--- src/rtl/pipeline_stall_controller.sv ---
// pipeline_stall_controller
// Central stall/flush sequencer for the 5-stage RV32 pipeline. It merges the
// load-use interlock, the ID-resolved taken-branch flush and multi-cycle
// data-memory waits into PC / pipeline-register enable, bubble and flush
// controls. It also keeps saturating stall/flush cycle counters, and a
// watchdog on memory waits that latches a sticky error.

module pipeline_stall_controller #(
    parameter int CNT_W       = 16,
    parameter int MEM_TIMEOUT = 64
) (
    input  logic             clock,
    input  logic             reset,
    input  logic [6:0]       id_opcode,
    input  logic [4:0]       id_rs1,
    input  logic [4:0]       id_rs2,
    input  logic [4:0]       ex_rd,
    input  logic             ex_mem_read,
    input  logic             branch_taken,
    input  logic             dmem_req,
    input  logic             dmem_ready,
    output logic             pc_enable,
    output logic             if_id_enable,
    output logic             if_id_flush,
    output logic             id_ex_enable,
    output logic             id_ex_bubble,
    output logic             ex_mem_enable,
    output logic             mem_wb_bubble,
    output logic             mem_error,
    output logic [CNT_W-1:0] stall_cycles,
    output logic [CNT_W-1:0] flush_count
);

    localparam logic [6:0] OP_RTYPE  = 7'b0110011;
    localparam logic [6:0] OP_STORE  = 7'b0100011;
    localparam logic [6:0] OP_BRANCH = 7'b1100011;
    localparam logic [6:0] OP_LOAD   = 7'b0000011;
    localparam logic [6:0] OP_IMM    = 7'b0010011;

    localparam int WAIT_W = $clog2(MEM_TIMEOUT + 1);
    localparam logic [WAIT_W-1:0] WAIT_LAST = WAIT_W'(MEM_TIMEOUT - 1);

    typedef enum logic [1:0] {
        RUN,
        MEM_WAIT,
        ERROR
    } state_t;

    state_t            state;
    logic [WAIT_W-1:0] wait_cnt;

    logic uses_rs1;
    logic uses_rs2;
    logic load_use;
    logic freeze;

    // Decode which source registers the ID instruction reads and detect a
    // dependency on a load that is still in EX.
    always_comb begin
        uses_rs2 = (id_opcode == OP_RTYPE) || (id_opcode == OP_STORE) ||
                   (id_opcode == OP_BRANCH);
        uses_rs1 = uses_rs2 || (id_opcode == OP_LOAD) || (id_opcode == OP_IMM);
        load_use = ex_mem_read && (ex_rd != 5'd0) &&
                   ((uses_rs1 && (ex_rd == id_rs1)) ||
                    (uses_rs2 && (ex_rd == id_rs2)));
    end

    // The pipeline freezes on a fresh unfinished memory access, on every
    // unfinished cycle of an ongoing wait, and permanently once timed out.
    always_comb begin
        freeze = 1'b0;
        case (state)
            RUN:      freeze = dmem_req && !dmem_ready;
            MEM_WAIT: freeze = !dmem_ready;
            ERROR:    freeze = 1'b1;
            default:  freeze = 1'b1;
        endcase
    end

    // Zero-latency control outputs: forced off during reset, full freeze while
    // memory holds the pipe, otherwise run defaults with load-use taking
    // priority over the branch flush so flush and bubble never coincide.
    always_comb begin
        pc_enable     = 1'b0;
        if_id_enable  = 1'b0;
        if_id_flush   = 1'b0;
        id_ex_enable  = 1'b0;
        id_ex_bubble  = 1'b0;
        ex_mem_enable = 1'b0;
        mem_wb_bubble = 1'b0;
        if (reset) begin
            if (freeze) begin
                mem_wb_bubble = 1'b1;
            end else begin
                pc_enable     = 1'b1;
                if_id_enable  = 1'b1;
                id_ex_enable  = 1'b1;
                ex_mem_enable = 1'b1;
                if (load_use) begin
                    pc_enable    = 1'b0;
                    if_id_enable = 1'b0;
                    id_ex_bubble = 1'b1;
                end else if (branch_taken) begin
                    if_id_flush = 1'b1;
                end
            end
        end
    end

    // State machine, memory-wait watchdog, sticky error and saturating
    // performance counters, all cleared together by reset.
    always_ff @(posedge clock) begin
        if (!reset) begin
            state        <= RUN;
            wait_cnt     <= '0;
            mem_error    <= 1'b0;
            stall_cycles <= '0;
            flush_count  <= '0;
        end else begin
            if (!pc_enable && (stall_cycles != '1)) begin
                stall_cycles <= stall_cycles + CNT_W'(1);
            end
            if (if_id_flush && (flush_count != '1)) begin
                flush_count <= flush_count + CNT_W'(1);
            end
            case (state)
                RUN: begin
                    if (dmem_req && !dmem_ready) begin
                        state    <= MEM_WAIT;
                        wait_cnt <= WAIT_W'(1);
                    end
                end
                MEM_WAIT: begin
                    if (dmem_ready) begin
                        state    <= RUN;
                        wait_cnt <= '0;
                    end else if (wait_cnt == WAIT_LAST) begin
                        state     <= ERROR;
                        mem_error <= 1'b1;
                    end else begin
                        wait_cnt <= wait_cnt + WAIT_W'(1);
                    end
                end
                ERROR: begin
                    mem_error <= 1'b1;
                end
                default: begin
                    state <= ERROR;
                end
            endcase
        end
    end

endmodule

--- config.mk ---
export PLATFORM = sky130hd
export DESIGN_NAME = pipeline_stall_controller
export DESIGN_NICKNAME = d
export VERILOG_FILES = /design/src/rtl/pipeline_stall_controller.sv
export SDC_FILE = /design/constraint.sdc
export NUM_CORES = 1
export LEC_CHECK = 0
export BUFFER_PORTS_ARGS = -buffer_cell sky130_fd_sc_hd__buf_4
export CAP_MARGIN = 20
export CELL_PAD_IN_SITES_DETAIL_PLACEMENT = 2
export CELL_PAD_IN_SITES_GLOBAL_PLACEMENT = 2
export CORE_MARGIN = 2
export CORE_UTILIZATION = 27
export CTS_CLUSTER_SIZE = 14
export DETAILED_ROUTE_END_ITERATION = 12
export GPL_TIMING_DRIVEN = 0
export PLACE_DENSITY = 0.83
export SYNTH_ARGS = -nofsm -noshare
export SYNTH_HDL_FRONTEND = slang
export SYNTH_SLANG_ARGS = --single-unit
--- constraint.sdc ---
create_clock -name clock -period 2 [get_ports clock]
set_clock_uncertainty 0.05 [all_clocks]
set_input_delay 0.1 -clock clock [delete_from_list [all_inputs] [get_ports clock]]
set_output_delay 0.1 -clock clock [all_outputs]
set_load 0.01 [all_outputs]
==> impl_metrics.py, run 1 <==
metrics = {
    "setup_path": {
        "timing.critical_path.slowest_stage_cell": "or4_4",
        "critical_path.max_stage_delay_ps": 580,
        "timing.critical_path.cells": "ha_4, nand3_4, or4_4, o2bb2ai_4, a21oi_4, buf_2, a21o_1, a21oi_1",
        "internal_reg_to_reg_setup_slack_ps": -60,
        "end_kind": "register",
        "r2r_end": "stall_cycles[5]",
        "worst_setup_path_start_kind": "register",
        "regToRegStartpoint": "stall_cycles[1]",
        "timing.setup.critical_path_class": "register to register",
        "crit_path_max_fanout": 6,
        "worst_ep_arrival_time_ps": 2230,
        "worst-endpoint-required_ps": 2170,
        "worst_r2r_path_depth": 8,
    },
    "cts": {
        "clockRootBuffer": "clkbuf_8",
        "htree_num_levels": 2,
        "cts_tree": "yes",
        "cts-root-to-sink-buffers": 2,
        "reg_clk_slew_reported_paths_ps": 90,
        "cts-buffers-inserted": 5,
        "clock_insertion_delay_worst_skew_ps": 300,
        "cts_num_sinks": 42,
    },
    "timing": {
        "grt_setup_unrepaired": "yes",
        "fmax_ghz": 0.486,
        "relSlewSlack_pct": 44.7,
        "finalSetupViolCount": 11,
        "timing.final.max_slew_violations": 0,
        "post-route-worst-setup-slack_ps": -59.0,
        "final_min_period_over_clock_period_pct": 103,
        "final-hold-violation-count": 0,
        "period_needed_ps": 2060,
        "timing_worst_slew_pin_value_ps": 829,
        "whs_ps": 122,
    },
    "global_route": {
        "grt_remaining_overflow": 0,
        "initial_antenna_violation_count": 0,
        "grt_max_degree": 13,
        "grt.total_usage_pct": 16.4,
        "grt_pass1_vias": 2529,
        "grt_pass1_wl_um": 12800,
    },
    "finish": {
        "mostFrequentLayoutCell": "buf_4",
        "insertedDiodeCount": 0,
        "post-route-cell-area_mm2": 0.00340,
        "final_net_count": 401,
        "layout.cells.most_common_list": "buf_4, dfxtp_1, nand2_1, nor2_1, a21oi_1",
        "flow.area_growth_from_synthesis_pct": 44.5,
        "drive_above_1_share_pct": 40.0,
        "fillCellCount": 1001,
    },
    "die": {
        "placementRows": 34,
        "fp.dieH_um": 97.4,
        "die-area_mm2": 0.00949,
        "core_area_mm2": 0.00859,
        "io_pins": 68,
        "floorplan.initialDensity_pct": 27.4,
        "die-width_um": 97.4,
    },
    "placement": {
        "dpl-instance-area_mm2": 0.00300,
        "last_weighted_congestion_value_of_the_routability_driven_placer": 0.798,
        "dp.final_hpwl_um": 5870,
        "place.port_buffers": 67,
    },
    "routing": {
        "drt-wirelength-per-cell_um": 17.9,
        "wirelength_met1_um": 3640,
        "dr.first_iter.drc_count": 33,
        "post-route-drc-count": 0,
        "via_per_inst": 5.19,
        "routed-wl-met3_um": 246,
        "detailedRoute.firstPassIterationCount": 4,
        "routed.top_layer": "met4",
        "routed_wire_length_um": 8570,
        "via_count": 2483,
        "dr_wl_met2_um": 4640,
        "route.antenna.remaining_nets": 0,
    },
    "synth": {
        "synth-edff-count": 0,
        "seq_area_frac_synth_pct": 35.7,
        "async_flop_share_pct": 0,
        "synth_cell_type_count": 56,
        "synthesis.area_mm2": 0.00236,
        "yosys_register_bits": 42,
        "syn_area_per_cell_um2": 8.47,
        "syn_inst": 278,
        "ys.flop_type": "dfxtp_1",
        "synth_warnings": 0,
        "syn-num-nets": 309,
    },
    "power_and_ir_drop": {
        "power.static_leakage_nw": 1.39,
        "worst_ir_drop_vdd_uv": 271,
        "power_density_mw_per_mm2": 503,
    },
    "hold_path": {
        "hold_path_cell_cnt": 3,
        "hold_end": "state[0]",
        "min-delay-path-class": "input pin to register",
        "holdCritStartpoint": "dmem_req",
    },
    "outcome": {
        "outcome": "finished, violations left",
        "violations": "setup timing",
    },
    "job": {
        "drv_cap": 0,
    },
}
==> per-layer routing <==
metal  global-route usage (%)  vias to the layer above
met5                        0                        -
met2                     29.8                       43
met3                     2.81                        5
met1                     20.6                     1249
li1                         -                     1186
met4                     2.56                        0
==> worst max path at each step <==
stage	from	end	slack (ps)
after floorplan	stall_cycles[0]	stall_cycles[11]	20
after global placement	stall_cycles[0]	stall_cycles[9]	-120
after detailed placement	stall_cycles[0]	stall_cycles[11]	-180
after CTS	stall_cycles[0]	stall_cycles[11]	-20
after global routing	stall_cycles[1]	stall_cycles[4]	-160
final	stall_cycles[1]	stall_cycles[5]	-60
==> registers in the layout (all words and copies together), names as in the netlist <==
name          count
flush_count      16
stall_cycles     16
wait_cnt          7
state             2
mem_error         1
==> cells by family (layout without fill, tap and decap cells) <==
family	Yosys count	in the layout	synth area share [%]
simple gates	123	123	29.5
fa+ha+maj	3	3	1.59
mux	11	11	4.67
flops	42	42	35.7
buf+inv	26	118	5.52
compound gates	57	57	17.1
xor+xnor	16	16	5.95
==> area by class of cell <==
type	instances	area, um2	area share (%)
timing repair buffer	86	651	19.1
tap	108	135	3.97
clock buffer	5	68.8	2.02
buffer	11	73.8	2.17
inverter	14	57.6	1.69
sequential	42	856	25.1
clock inverter	2	10.0	0.294
multi-input combinational	210	1550	45.6
==> metrics by stage <==
step | util [%] | total power (W) | setup TNS (ps) | cells | setup WS, ps
finish | 39.6 | 0.00171 | -398 | 478 | -59.0
global placement | 34.9 | 0.00111 | -937 | 453 | -120
CTS | 36.7 | 0.00168 | -22.1 | 465 | -22.1
global route | 39.6 | 0.00179 | -2700 | 478 | -157
detailed placement | 34.9 | 0.00112 | -1790 | 453 | -177
floorplan | - | 0.00101 | 0 | 278 | 24.7
==> Yosys cell counts, types with 5 or more instances <==
cell | n | share of area, %
xor2_1 | 13 | 4.8
inv_1 | 13 | 2.1
nor3_1 | 5 | 1.1
a21oi_1 | 21 | 4.5
dfxtp_1 | 42 | 36
nand3_1 | 19 | 4.0
nand2_1 | 23 | 3.7
nor2_1 | 19 | 3.0
nand2b_1 | 11 | 2.9
o31ai_1 | 8 | 2.5
and3_1 | 5 | 1.3
nand4_1 | 13 | 3.5
o21ai_0 | 8 | 1.7
clkbuf_1 | 6 | 0.96
mux2i_1 | 11 | 4.7
or4_1 | 6 | 1.9
==> where the power goes <==
| group | internal (W) | switching (W) | leakage, nW |
|---|---|---|---|
| combinational | 0.000149 | 0.000148 | 1.00 |
| clock | 0.000235 | 0.000315 | 0.0438 |
| sequential | 0.000848 | 0.0000183 | 0.343 |
==> critical path, delay by kind of cell (launching register included) <==
family          cells  cell delay, ps
buf+inv             1             180
fa+ha+maj           1             150
compound gates      4             540
flops               1             390
simple gates        2             670
==> what timing repair did <==
| action | in CTS | in global routing |
|---|---|---|
| gates cloned | 0 | 1 |
| gates resized for setup | 12 | 41 |
| setup endpoints to repair | 24 | 34 |
| pin swaps | 2 | 10 |
| hold buffers | 0 | 0 |
| buffers inserted | 5 | 13 |
(Power assumes the default switching activity.)
==> run 2: changes to the inputs <==
--- a/config.mk
+++ b/config.mk
@@ -5,16 +5,16 @@
 export SDC_FILE = /design/constraint.sdc
 export NUM_CORES = 1
 export LEC_CHECK = 0
+export ABC_AREA = 1
 export BUFFER_PORTS_ARGS = -buffer_cell sky130_fd_sc_hd__buf_4
 export CAP_MARGIN = 20
 export CELL_PAD_IN_SITES_DETAIL_PLACEMENT = 2
 export CELL_PAD_IN_SITES_GLOBAL_PLACEMENT = 2
-export CORE_MARGIN = 2
-export CORE_UTILIZATION = 27
+export CORE_UTILIZATION = 25
 export CTS_CLUSTER_SIZE = 14
 export DETAILED_ROUTE_END_ITERATION = 12
 export GPL_TIMING_DRIVEN = 0
-export PLACE_DENSITY = 0.83
+export PLACE_DENSITY = 0.82
 export SYNTH_ARGS = -nofsm -noshare
 export SYNTH_HDL_FRONTEND = slang
 export SYNTH_SLANG_ARGS = --single-unit
==> run 2 against run 1 <==
Net effect:
- the run now ends clean
- core utilization decreased by 5.0 points
- sequential share of layout area decreased by 1.7 points
- cell count increased by 32%
- cell area increased by 6.5%
- maximum frequency increased by 7.4%
- count of clock-buffer cells in the layout increased by 1
- setup slack improved by 140 ps
- die area increased by 19%
- sequential power increased by 0.5%
- first-iteration DRC count increased by 55%
- critical endpoint is now flush_count[4]
- largest cell class unchanged
==> impl_metrics.py, run 2 <==
metrics = {
    "die": {
        "floorplan.initialDensity_pct": 26.0,
        "core_area_mm2": 0.0105,
        "die-width_um": 106,
        "io_pins": 68,
        "placementRows": 37,
        "fp.dieH_um": 106,
        "die-area_mm2": 0.0113,
    },
    "global_route": {
        "grt_pass1_vias": 3154,
        "grt_use_met1_pct": 21.0,
        "initial_antenna_violation_count": 0,
        "use_met3_pct": 2.64,
        "grt_remaining_overflow": 0,
        "grt.total_usage_pct": 17.9,
        "grt_pass1_wl_um": 15900,
        "grt_max_degree": 14,
        "top_usage_layer": "met2",
        "met2_usage_pct": 33.9,
    },
    "finish": {
        "insertedDiodeCount": 0,
        "final_cell_count_no_fill": 631,
        "final_net_count": 525,
        "top_regs": "flush_count: 16 flops, stall_cycles: 16 flops, wait_cnt: 7 flops",
        "drive_above_1_share_pct": 28.5,
        "flow.area_growth_from_synthesis_pct": 33.1,
        "mostFrequentLayoutCell": "nand2_1",
        "layout.cells.most_common_list": "nand2_1, buf_4, nor2_1, inv_1, dfxtp_1",
    },
    "timing": {
        "timing_worst_slew_pin_value_ps": 721,
        "timing.final.max_slew_violations": 0,
        "final_min_period_over_clock_period_pct": 95.9,
        "relSlewSlack_pct": 52.0,
        "period_needed_ps": 1920,
        "fmax_ghz": 0.522,
        "finalSetupViolCount": 0,
        "final-hold-violation-count": 0,
        "whs_ps": 57.7,
    },
    "synth": {
        "yosys_register_bits": 42,
        "ys_top_cells_by_area": "dfxtp_1, nand2_1, nor2_1",
        "synth_most_common_cell": "nand2_1",
        "syn-num-nets": 445,
        "synth_cell_type_count": 33,
        "synth_area_leader_cell": "dfxtp_1",
        "syn_area_per_cell_um2": 6.58,
        "async_flop_share_pct": 0,
        "synth_warnings": 0,
        "synth_top_area_share_pct": 30.9,
        "synthesis.area_mm2": 0.00272,
        "ys.flop_type": "dfxtp_1",
        "synth_top_cells_by_count": "nand2_1, nor2_1, dfxtp_1",
        "syn_inst": 414,
        "synth-edff-count": 0,
        "seq_area_frac_synth_pct": 30.9,
    },
    "routing": {
        "detailedRoute.firstPassIterationCount": 4,
        "via_per_inst": 4.75,
        "post-route-drc-count": 0,
        "dr.first_iter.drc_count": 51,
        "via_count": 2997,
        "drt-wirelength-per-cell_um": 15.8,
        "route.antenna.remaining_nets": 0,
        "routed_wire_length_um": 9940,
    },
    "setup_path": {
        "critical_path.max_stage_delay_ps": 400,
        "worst_setup_path_start_kind": "register",
        "end_kind": "register",
        "timing.setup.critical_path_class": "register to register",
        "crit_path_max_fanout": 10,
        "worst-endpoint-required_ps": 2130,
        "timing.critical_path.cells": "ha_1, nand2_2, nor3_4, nand4_2, clkbuf_2, nand4_1, a21oi_2",
        "worst_ep_arrival_time_ps": 2050,
        "cp_num_cells": 7,
        "worst_r2r_path_depth": 7,
        "worst_path_dominant_cell_family": "simple AND/OR/NAND/NOR gates",
        "timing.critical_path.slowest_stage_cell": "dfxtp_2",
        "cp.buffers_inverters": 1,
    },
    "hold_path": {
        "min-delay-path-class": "input pin to register",
        "hold_path_cell_cnt": 3,
    },
    "outcome": {
        "outcome": "completed",
    },
    "cts": {
        "reg_clk_slew_reported_paths_ps": 90,
        "holdBufCountCts": 0,
        "cts_tree": "yes",
        "cts_num_sinks": 42,
        "cts-buffers-inserted": 5,
        "clock_insertion_delay_worst_skew_ps": 320,
        "clockRootBuffer": "clkbuf_8",
        "cts-root-to-sink-buffers": 2,
        "htree_num_levels": 2,
    },
    "placement": {
        "place.port_buffers": 66,
        "place_inst": 616,
        "last_weighted_congestion_value_of_the_routability_driven_placer": 0.802,
        "dp.final_hpwl_um": 7480,
    },
    "power_and_ir_drop": {
        "worst_ir_drop_vdd_uv": 225,
        "power_density_mw_per_mm2": 521,
        "power.static_leakage_nw": 1.53,
    },
    "job": {
        "drv_cap": 0,
    },
}
run 2: cell count changes in the layout (fill, tap and decap cells not counted), moves of 8 or more:
cell and delta:
inv_1 +27, nand2_2 +9, nand2_1 +88, nand2b_1 -11, xnor2_1 +8, nor2_1 +33, mux2i_1 -11, buf_4 -12
inv_2 +10, a21oi_1 +9
run 2: layout make-up:
| type | instances | area [um2] |
|---|---|---|
| repair buffers | 73 | 561 |
| multi-input cells | 309 | 1650 |
| flip-flops and latches | 42 | 850 |
| inverters | 51 | 194 |
| well taps | 136 | 170 |
| plain buffers | 12 | 87.6 |
| clock inverters | 2 | 37.5 |
| clock buffers | 6 | 72.6 |
| fillers | 1283 | 6840 |
run 2: power breakdown:
part | switching (W) | total [W] | leakage [nW] | internal (W)
clock network | 0.000354 | 0.000728 | 0.0514 | 0.000374
registers | 0.0000206 | 0.000870 | 0.341 | 0.000850
logic | 0.000166 | 0.000290 | 1.13 | 0.000124
total | 0.000541 | 0.00189 | 1.53 | 0.00135
run 2: path summary, 6_finish.rpt:
check | from | endpoint | slack [ps]
max reg2reg | flush_count[0] | flush_count[4] | 80
min reg2reg | wait_cnt[2] | wait_cnt[2] | 430
min | branch_taken | flush_count[15] | 60
max | flush_count[0] | flush_count[4] | 80
run 2: logic make-up after synthesis:
group / count (synthesis) / synth area share (%)
buffers and inverters: 63 / 10.1
and+or+nand+nor: 238 / 40.5
AOI/OAI and AO/OA: 45 / 9.79
xor gates and xnor gates: 23 / 7.40
DFF: 42 / 30.9
adders and majority gates: 3 / 1.38
run 2: metal layers:
metal / routed length [um] / up-vias
met3: 309 / 7
met5: 0 / -
met4: 131 / 0
li1: - / 1480
met1: 4190 / 1463
met2: 5310 / 47
run 2: per-stage QoR:
step                utilization, %  setup slack (ps)  TNS (ps)  area [um2]  power (W)
global placement              32.4             -17.3      -175        3390    0.00115
floorplan                        -               239         0        2720    0.00103
detailed placement            32.4              -104     -1410        3390    0.00116
CTS                           33.8              7.19         0        3540    0.00190
finish                        34.6              82.6         0        3620    0.00189
global route                  34.6             -4.36     -4.36        3620    0.00197
run 2: what timing repair did:
action,CTS,global route
setup endpoints to repair,28,34
resized for setup,9,11
buffers inserted,2,5
hold endpoints to repair,0,0
pin swaps,2,3
run 2: worst min-delay path: cells and delay by family:
| kind | cells | cell delay [ps] |
|---|---|---|
| AO/OA/AOI/OAI | 1 | 50 |
| buffers and inverters | 1 | 140 |
| AND/OR/NAND/NOR | 1 | 80 |
==> run 3: changes to the inputs <==
--- a/config.mk
+++ b/config.mk
@@ -10,11 +10,11 @@
 export CAP_MARGIN = 20
 export CELL_PAD_IN_SITES_DETAIL_PLACEMENT = 2
 export CELL_PAD_IN_SITES_GLOBAL_PLACEMENT = 2
-export CORE_UTILIZATION = 25
+export CORE_UTILIZATION = 28
 export CTS_CLUSTER_SIZE = 14
 export DETAILED_ROUTE_END_ITERATION = 12
 export GPL_TIMING_DRIVEN = 0
-export PLACE_DENSITY = 0.82
+export PLACE_DENSITY = 0.86
 export SYNTH_ARGS = -nofsm -noshare
 export SYNTH_HDL_FRONTEND = slang
 export SYNTH_SLANG_ARGS = --single-unit
==> constraint.sdc (replaced) <==
create_clock -name clock -period 2.1 [get_ports clock]
set_clock_uncertainty 0.05 [all_clocks]
set_input_delay 0.105 -clock clock [delete_from_list [all_inputs] [get_ports clock]]
set_output_delay 0.105 -clock clock [all_outputs]
set_load 0.01 [all_outputs]
==> run 3 against run 2 <==
Net effect:
- cell count down 1.6%
- sequential cell count unchanged
- via count up 0.23%
- worst hold slack better by 19 ps
- global-route usage grew 1.5 points
- highest routed layer unchanged
- setup slack improved by 14 ps
==> impl_metrics.py, run 3 (same netlist as run 2, synthesis figures left out) <==
metrics = {
    "hold_path": {
        "holdCritStartpoint": "branch_taken",
        "hold_end": "flush_count[2]",
        "min-delay-path-class": "input pin to register",
        "hold_path_cell_cnt": 3,
    },
    "finish": {
        "layout.cells.most_common_list": "nand2_1, buf_4, nor2_1, inv_1, dfxtp_1",
        "mostFrequentLayoutCell": "nand2_1",
        "postLayoutCoreUtil_pct": 38.0,
        "final_net_count": 522,
        "top_regs": "flush_count: 16 flops, stall_cycles: 16 flops, wait_cnt: 7 flops",
        "drive_above_1_share_pct": 26.2,
        "insertedDiodeCount": 0,
        "flow.area_growth_from_synthesis_pct": 30.1,
        "post-route-cell-area_mm2": 0.00354,
    },
    "outcome": {
        "outcome": "completed",
    },
    "cts": {
        "cts_tree": "yes",
        "cts-root-to-sink-buffers": 2,
        "clock_insertion_delay_worst_skew_ps": 310,
        "reg_clk_slew_reported_paths_ps": 90,
        "htree_num_levels": 2,
        "clockRootBuffer": "clkbuf_8",
        "holdBufCountCts": 0,
        "cts_num_sinks": 42,
        "cts-buffers-inserted": 5,
    },
    "placement": {
        "dpl-instance-area_mm2": 0.00338,
        "dp.final_hpwl_um": 7290,
        "place.port_buffers": 66,
        "dp_slack_ps": 10.2,
        "last_weighted_congestion_value_of_the_routability_driven_placer": 0.791,
    },
    "setup_path": {
        "worstSetupStartpoint": "state[0]",
        "internal_reg_to_reg_setup_slack_ps": 150,
        "crit_path_max_fanout": 11,
        "r2r_end": "flush_count[6]",
        "worst_r2r_path_depth": 7,
        "regToRegStartpoint": "flush_count[1]",
        "end_kind": "output port",
        "worst-endpoint-required_ps": 1950,
        "worst_setup_path_start_kind": "register",
        "timing.setup.critical_path_class": "register to output port",
        "worst_ep_arrival_time_ps": 1850,
    },
    "global_route": {
        "grt_max_degree": 14,
        "grt_pass1_wl_um": 15600,
        "grt_pass1_vias": 3140,
        "initial_antenna_violation_count": 0,
        "grt.total_usage_pct": 19.4,
        "grt_remaining_overflow": 0,
    },
    "job": {
        "drv_cap": 0,
    },
    "timing": {
        "relSlewSlack_pct": 52.7,
        "timing_worst_slew_pin_value_ps": 709,
        "fmax_ghz": 0.499,
        "setup_total_negative_slack_ps": 0,
        "final_min_period_over_clock_period_pct": 95.4,
        "post-route-worst-setup-slack_ps": 96.3,
        "period_needed_ps": 2000,
        "final-hold-violation-count": 0,
        "finalSetupViolCount": 0,
        "timing.final.max_slew_violations": 0,
    },
    "routing": {
        "dr.first_iter.drc_count": 40,
        "dr_wl_met2_um": 4900,
        "post-route-drc-count": 0,
        "wirelength_met1_um": 4240,
        "routed_wire_length_um": 9560,
        "routed-wl-met3_um": 279,
        "via_count": 3004,
        "routed.top_layer": "met4",
        "drt-wirelength-per-cell_um": 15.4,
        "route.antenna.remaining_nets": 0,
        "detailedRoute.firstPassIterationCount": 4,
        "via_per_inst": 4.84,
    },
    "die": {
        "floorplan.initialDensity_pct": 29.2,
        "die-width_um": 101,
        "fp.dieH_um": 101,
        "placementRows": 35,
        "die-area_mm2": 0.0101,
        "core_area_mm2": 0.00933,
        "io_pins": 68,
    },
    "power_and_ir_drop": {
        "power_density_mw_per_mm2": 497,
        "power.static_leakage_nw": 1.50,
        "worst_ir_drop_vdd_uv": 219,
    },
}
run 3: cell count changes in the layout (fill, tap and decap cells not counted), sizes merged:
cell	previous run	this run
buf	81	78
run 3: timing repair:
action	CTS	global route
buffers inserted	0	4
hold endpoints to repair	0	0
resized for setup	3	6
pin swaps	0	3
cloned	0	0
setup endpoints to repair	10	33
run 3: worst max path at each step:
| stage | endpoint | depth (start not counted) |
|---|---|---|
| 3_3_place_gp | stall_cycles[11] | 11 |
| 2_1_floorplan | stall_cycles[2] | 11 |
| 4_1_cts | pc_enable | 8 |
| 5_1_grt | pc_enable | 8 |
| 6_report | pc_enable | 8 |
| 3_5_place_dp | stall_cycles[14] | 11 |
run 3: critical path, cell delays in order (launching register included):
cell,delay [ps]
dfxtp_1,360
inv_1,110
nor2_1,90
nor3_2,190
nand2_2,150
a21oi_4,190
buf_4,220
buf_4,130
buf_4,100
run 3: through the flow:
stage               power [W]  std cells  hold slack [ps]
global placement      0.00109        609              381
CTS                   0.00178        617             71.4
floorplan            0.000978        414              218
global route          0.00184        621             96.4
detailed placement    0.00110        609              391
finish                0.00176        621             76.4
run 3: per-layer routing:
metal / GRT usage, % / vias to the layer above
li1: - / 1472
met1: 23.9 / 1466
met2: 35.2 / 53
met3: 2.84 / 13
met4: 5.02 / 0
met5: 0 / -
run 3: area by class of cell:
cell class,count,area [um2]
fill,1146,5780
multi-input combinational,309,1630
sequential,42,845
timing repair buffer,70,526
inverter,51,194
tap,129,161
buffer,12,82.6
clock buffer,6,72.6
clock inverter,2,37.5
run 3: where the power goes:
part | internal, W | leakage [nW] | switching, W
Sequential | 0.000809 | 0.340 | 0.0000179
Combinational | 0.000110 | 1.11 | 0.000157
Clock | 0.000355 | 0.0514 | 0.000313
Total | 0.00127 | 1.50 | 0.000488
